===== src/rtl/alu_pipe_sequencer_if.sv =====
// alu_pipe_sequencer_if: issue handshake, flush and pipeline status bundle for the ALU sequencer
interface alu_pipe_sequencer_if #(
    parameter int OPW  = 7,
    parameter int REGW = 4,
    parameter int CNTW = 16
);
    logic              issue_valid;
    logic [OPW-1:0]    issue_op;
    logic [REGW-1:0]   issue_dst;
    logic [REGW-1:0]   issue_src_a;
    logic [REGW-1:0]   issue_src_b;
    logic              issue_ready;
    logic              flush;
    logic [5*OPW-1:0]  stage_op;
    logic [4:0]        alu_op;
    logic              wb_en;
    logic [REGW-1:0]   wb_dst;
    logic              busy;
    logic [CNTW-1:0]   retire_count;
    modport master (
        output issue_valid, issue_op, issue_dst, issue_src_a, issue_src_b, flush,
        input  issue_ready, stage_op, alu_op, wb_en, wb_dst, busy, retire_count
    );
    modport slave (
        input  issue_valid, issue_op, issue_dst, issue_src_a, issue_src_b, flush,
        output issue_ready, stage_op, alu_op, wb_en, wb_dst, busy, retire_count
    );
endinterface


===== src/rtl/alu_pipe_sequencer.sv =====
// alu_pipe_sequencer: 5-stage ALU issue sequencer with RAW hazard blocking, S5 writeback and retire count
module alu_pipe_sequencer #(
    parameter int OPW     = 7,
    parameter int REGW    = 4,
    parameter int ALU_MAX = 10,
    parameter int CNTW    = 16
) (
    input logic clk,
    input logic rst_n,
    alu_pipe_sequencer_if.slave bus
);
    localparam logic [OPW-1:0] ALU_MAX_OP = OPW'(ALU_MAX);
    logic [4:0][OPW-1:0]  op_q, op_d;
    logic [4:0][REGW-1:0] dst_q, dst_d;
    logic [CNTW-1:0]      retire_q, retire_d;
    logic [4:0]           alu;
    logic                 hazard, ready, fire, wb;
    always_comb begin
        hazard = 1'b0;
        alu    = '0;
        for (int k = 0; k < 5; k++) begin
            alu[k] = (op_q[k] != '0) && (op_q[k] <= ALU_MAX_OP);
            hazard = hazard || (alu[k] && (dst_q[k] != '0) &&
                     (dst_q[k] == bus.issue_src_a || dst_q[k] == bus.issue_src_b));
        end
        // ready deliberately ignores issue_valid so the handshake has no combinational loop
        ready    = !hazard && !bus.flush;
        fire     = bus.issue_valid && ready;
        wb       = alu[4] && (dst_q[4] != '0);
        op_d     = bus.flush ? '0 : {op_q[3:0], (fire ? bus.issue_op : {OPW{1'b0}})};
        dst_d    = bus.flush ? '0 : {dst_q[3:0], (fire ? bus.issue_dst : {REGW{1'b0}})};
        retire_d = (wb && !(&retire_q)) ? retire_q + 1'b1 : retire_q;
    end
    always_ff @(posedge clk or negedge rst_n) begin
        if (!rst_n) begin
            op_q     <= '0;
            dst_q    <= '0;
            retire_q <= '0;
        end else begin
            op_q     <= op_d;
            dst_q    <= dst_d;
            retire_q <= retire_d;
        end
    end
    assign bus.issue_ready  = ready;
    assign bus.stage_op     = op_q;
    assign bus.alu_op       = alu;
    assign bus.wb_en        = wb;
    assign bus.wb_dst       = dst_q[4];
    assign bus.busy         = |op_q;
    assign bus.retire_count = retire_q;
endmodule


===== src/flat_wrapper.sv =====
// flat-port wrapper written by rule: the top's interface ports become plain ports
module alu_pipe_sequencer_flat 
#(
    parameter int OPW     = 7,
    parameter int REGW    = 4,
    parameter int ALU_MAX = 10,
    parameter int CNTW    = 16
)
  (clk, rst_n, bus_issue_valid, bus_issue_op, bus_issue_dst, bus_issue_src_a, bus_issue_src_b, bus_flush, bus_issue_ready, bus_stage_op, bus_alu_op, bus_wb_en, bus_wb_dst, bus_busy, bus_retire_count);
  alu_pipe_sequencer_if #(.OPW(OPW), .REGW(REGW), .CNTW(CNTW)) bus_i ();
  input logic clk;
  input logic rst_n;
  input wire logic [$bits(bus_i.issue_valid)-1:0] bus_issue_valid;
  input wire logic [$bits(bus_i.issue_op)-1:0] bus_issue_op;
  input wire logic [$bits(bus_i.issue_dst)-1:0] bus_issue_dst;
  input wire logic [$bits(bus_i.issue_src_a)-1:0] bus_issue_src_a;
  input wire logic [$bits(bus_i.issue_src_b)-1:0] bus_issue_src_b;
  input wire logic [$bits(bus_i.flush)-1:0] bus_flush;
  output wire logic [$bits(bus_i.issue_ready)-1:0] bus_issue_ready;
  output wire logic [$bits(bus_i.stage_op)-1:0] bus_stage_op;
  output wire logic [$bits(bus_i.alu_op)-1:0] bus_alu_op;
  output wire logic [$bits(bus_i.wb_en)-1:0] bus_wb_en;
  output wire logic [$bits(bus_i.wb_dst)-1:0] bus_wb_dst;
  output wire logic [$bits(bus_i.busy)-1:0] bus_busy;
  output wire logic [$bits(bus_i.retire_count)-1:0] bus_retire_count;
  assign bus_i.issue_valid = bus_issue_valid;
  assign bus_i.issue_op = bus_issue_op;
  assign bus_i.issue_dst = bus_issue_dst;
  assign bus_i.issue_src_a = bus_issue_src_a;
  assign bus_i.issue_src_b = bus_issue_src_b;
  assign bus_i.flush = bus_flush;
  assign bus_issue_ready = bus_i.issue_ready;
  assign bus_stage_op = bus_i.stage_op;
  assign bus_alu_op = bus_i.alu_op;
  assign bus_wb_en = bus_i.wb_en;
  assign bus_wb_dst = bus_i.wb_dst;
  assign bus_busy = bus_i.busy;
  assign bus_retire_count = bus_i.retire_count;
  alu_pipe_sequencer #(.OPW(OPW), .REGW(REGW), .ALU_MAX(ALU_MAX), .CNTW(CNTW)) u_core (.clk(clk), .rst_n(rst_n), .bus(bus_i));
endmodule

===== config.mk =====
export PLATFORM = sky130hd
export DESIGN_NAME = alu_pipe_sequencer_flat
export DESIGN_NICKNAME = d
export VERILOG_FILES = /design/src/rtl/alu_pipe_sequencer_if.sv /design/src/rtl/alu_pipe_sequencer.sv /design/src/flat_wrapper.sv
export SDC_FILE = /design/constraint.sdc
export NUM_CORES = 1
export LEC_CHECK = 0
export CAP_MARGIN = 20
export CORE_AREA = 2 2 92 160
export CTS_CLUSTER_DIAMETER = 200
export DETAILED_ROUTE_END_ITERATION = 7
export DIE_AREA = 0 0 94 162
export SYNTH_ARGS = -nofsm -noshare
export SYNTH_HDL_FRONTEND = slang
export SYNTH_SLANG_ARGS = --single-unit

===== constraint.sdc =====
create_clock -name clk -period 3.2 [get_ports clk]
set_input_delay 0.64 -clock clk [delete_from_list [all_inputs] [get_ports clk]]
set_output_delay 0.64 -clock clk [all_outputs]
set_load 0.1 [all_outputs]

==> key figures <==
Routing
  • Vias: roughly 2500
  • Antenna Nets Post-Route: 0
  • Vias per inst: around 4.4
  • Routed WL: ~9.1 mm
  • First-pass DRT Iterations: 4
  • Starting DRT DRC Count: 53
  • DRC: 0
  • Average wire per standard cell: 16.3 um

Clocking
  • CTS tree: done
  • CTS resizes: 0
  • Max H-tree Level: 3
  • CTS buffer count: 9
  • Post-CTS setup buffers: 0
  • CTS sink count: between 70 and 80
  • Worst skew pair latency: 0.33 ns
  • Reg clk slew, reported paths: 0.06 ns
  • Clock root buffer: clkbuf_16
  • Hold-fix buffers, CTS: 0
  • CTS Buffer Depth: 2

Synth
  • Syn_nets: 322
  • Mapped cell area: around 3400 um2
  • Synth warn: 0
  • Number of distinct library cells after synthesis: 38
  • Yosys top cell by area: dfrtp_1
  • Area share of the largest cell type after synthesis: 0.522
  • Synthesized area per cell: ~11 um2
  • Synthesized flop and latch total: slightly above 70
  • Largest cells by area after synthesis: dfrtp_1 (52%), xor2_1 (10%), nor2b_1 (8.1%)
  • Synth Instances: between 200 and 300
  • Seq/Total Area, Yosys: 0.522

Floorplanning
  • Full die area: about 15000 um2
  • # rows: 57
  • Die W: approximately 94 um
  • Area of the core: 13900 um2
  • Initial Util: 0.245
  • Die Ht: ~160 um
  • Top-Level Pins: 86

Setup path
  • CP arrival: approximately 2.4 ns
  • CP cell instances: clkdlybuf4s50_1 -> xor2_1 -> nor4_1 -> o21ai_1 -> o21bai_1 -> nor2_4 -> buf_12
  • Worst Path Buf+Inv: 2
  • CP Class: in2out
  • CP required: ~2.6 ns
  • Levels on crit path: 7
  • Worst reg2reg path depth: 6
  • Setup crit end kind: output port
  • CP top delay family: buffers and inverters
  • CP startpoint kind: primary input
  • Crit-path max cell delay: about 0.61 ns
  • Maximum fanout along the worst path: 5
  • Crit path max-delay cell type: clkdlybuf4s50_1

STA
  • Tcrit/Tclk final: 0.958
  • Setup TNS: 0 ns
  • Slew Limit Fails: 0
  • Slew headroom: 0.562
  • Clk_skew: a little under 0.009 ns
  • Fin. Hold Viols: 0
  • RSZ-0062 raised after global routing: false
  • Worst-Margin Slew: around 0.66 ns
  • Max Clk Rate: 0.326 GHz
  • Crit path time final: approximately 3.1 ns
  • Count of final setup violators: 0

Power
  • Sequential Power Share: 0.423
  • Pleak: 2.20 nW
  • Sw frac: 0.299
  • Psw: 0.658 mW
  • Gate power share: 0.139
  • Internal power: ~1.5 mW
  • Pwr dens: roughly 470 nW/um2
  • Clock power share: 0.438
  • Max VDD drop: a little over 0.2 mV
  • Pwr Total: 2.20 mW

Global route
  • Congestion Overflow GR: 0
  • Gr usage total: 0.124
  • Antenna violations before repair: 0
  • Global-route wire length before repair: between 10 and 15 mm
  • Largest net degree at the start of global routing: 46
  • Number of global-route vias before repair: between 2000 and 3000

Place
  • Placed instance area: around 4400 um2
  • Dpl cells: 543
  • Post-DP HPWL: 7.02 mm
  • Port Buffers: 85
  • Routability cong.: roughly 0.90

Layout
  • Most common cell after layout, fill and taps aside: buf_4
  • Area Overhead vs Synth: 37.0%
  • Share of layout cells above drive strength 1: 0.372
  • Final cell count without fillers: around 560
  • # diodes: 0
  • Commonest non-fill, non-tap cells in the layout: buf_4 (65), nor2b_1 (44), xor2_1 (40)
  • Finished Cell Area: roughly 4700 um2
  • Final Util: 0.335
  • Final nets: about 400

Hold path
  • Worst hold path class: in2async

Status
  • Status: finished clean

Job
  • Max-cap violations: 0
## final timing paths
kind,startpoint,to,slack (ns)
worst max register to register,u_core.bus.stage_op[33],u_core.bus.retire_count[1],0.94
worst min-delay path,rst_n,u_core.bus.retire_count[10],0.34
worst min register to register,u_core.bus.retire_count[15],u_core.bus.retire_count[15],0.50
worst max-delay path,bus_issue_src_b[0],bus_issue_ready,0.13
max in group asynchronous,rst_n,u_core.bus.stage_op[6],2.17
min in group clk,u_core.bus.retire_count[15],u_core.bus.retire_count[15],0.50
## per-stage QoR
stage	hold slack, ns	setup slack, ns
floorplan	0.344	-0.0896
global placement	0.477	0.0904
detailed placement	0.492	0.138
CTS	0.358	0.132
global route	0.398	0.00471
finish	0.338	0.134
## state kept, by name, summed over array words and instances (netlist names)
signal,cells
u_core.bus.retire_count,16
u_core.bus.stage_op,35
u_core.dst_q,16
u_core.bus.wb_dst,4
## power groups by stage
stage | sequential, mW | clock [mW] | combinational [mW]
after CTS | 0.931 | 0.998 | 0.312
after global routing | 0.933 | 1.03 | 0.328
after global placement | 0.948 | 0 | 0.309
final | 0.931 | 0.964 | 0.307
after floorplan | 1.01 | 0 | 0.141
after detailed placement | 0.948 | 0 | 0.312
## kinds of logic (layout without fill, tap and decap cells)
kind of cell / after synthesis / count (layout) / share of synthesized area
xor gates and xnor gates: 54 / 54 / 0.139
AOI/OAI and AO/OA: 16 / 16 / 0.0383
muxes: 2 / 2 / 0.00735
DFF: 71 / 71 / 0.522
adders and majority gates: 1 / 1 / 0.00368
and+or+nand+nor: 131 / 131 / 0.249
buffers and inverters: 23 / 107 / 0.0408
## Yosys cell counts, drive strengths merged
cell type / count
or3: 6
dfrtp: 71
a21o: 5
nand4b: 2
o21bai: 1
nand2: 12
and3: 8
ha: 1
nor3: 13
nor2: 2
a211oi: 5
o211ai: 4
nor4: 16
clkbuf: 5
nand4: 11
mux2i: 1
and2b: 2
o21ai: 1
xnor2: 14
buf: 17
mux2: 1
and4: 1
nor2b: 44
or4: 4
and2: 3
xor2: 40
nand2b: 1
inv: 1
nand3: 6
## routing by layer
layer	global-route usage	wire [um]
met4	0.0553	217
met1	0.128	3440
met2	0.229	4980
met3	0.0329	478
met5	0	0
## layout make-up
| class | count | area [um2] |
|---|---|---|
| Clock buffer | 9 | 225 |
| Clock inverter | 7 | 61.3 |
| Fill cell | 1408 | 9250 |
| Inverter | 1 | 3.75 |
| Multi-Input combinational cell | 204 | 1550 |
| Sequential cell | 71 | 1830 |
| Tap cell | 177 | 221 |
| Timing Repair Buffer | 90 | 763 |
Power figures use the tool's default switching activity.
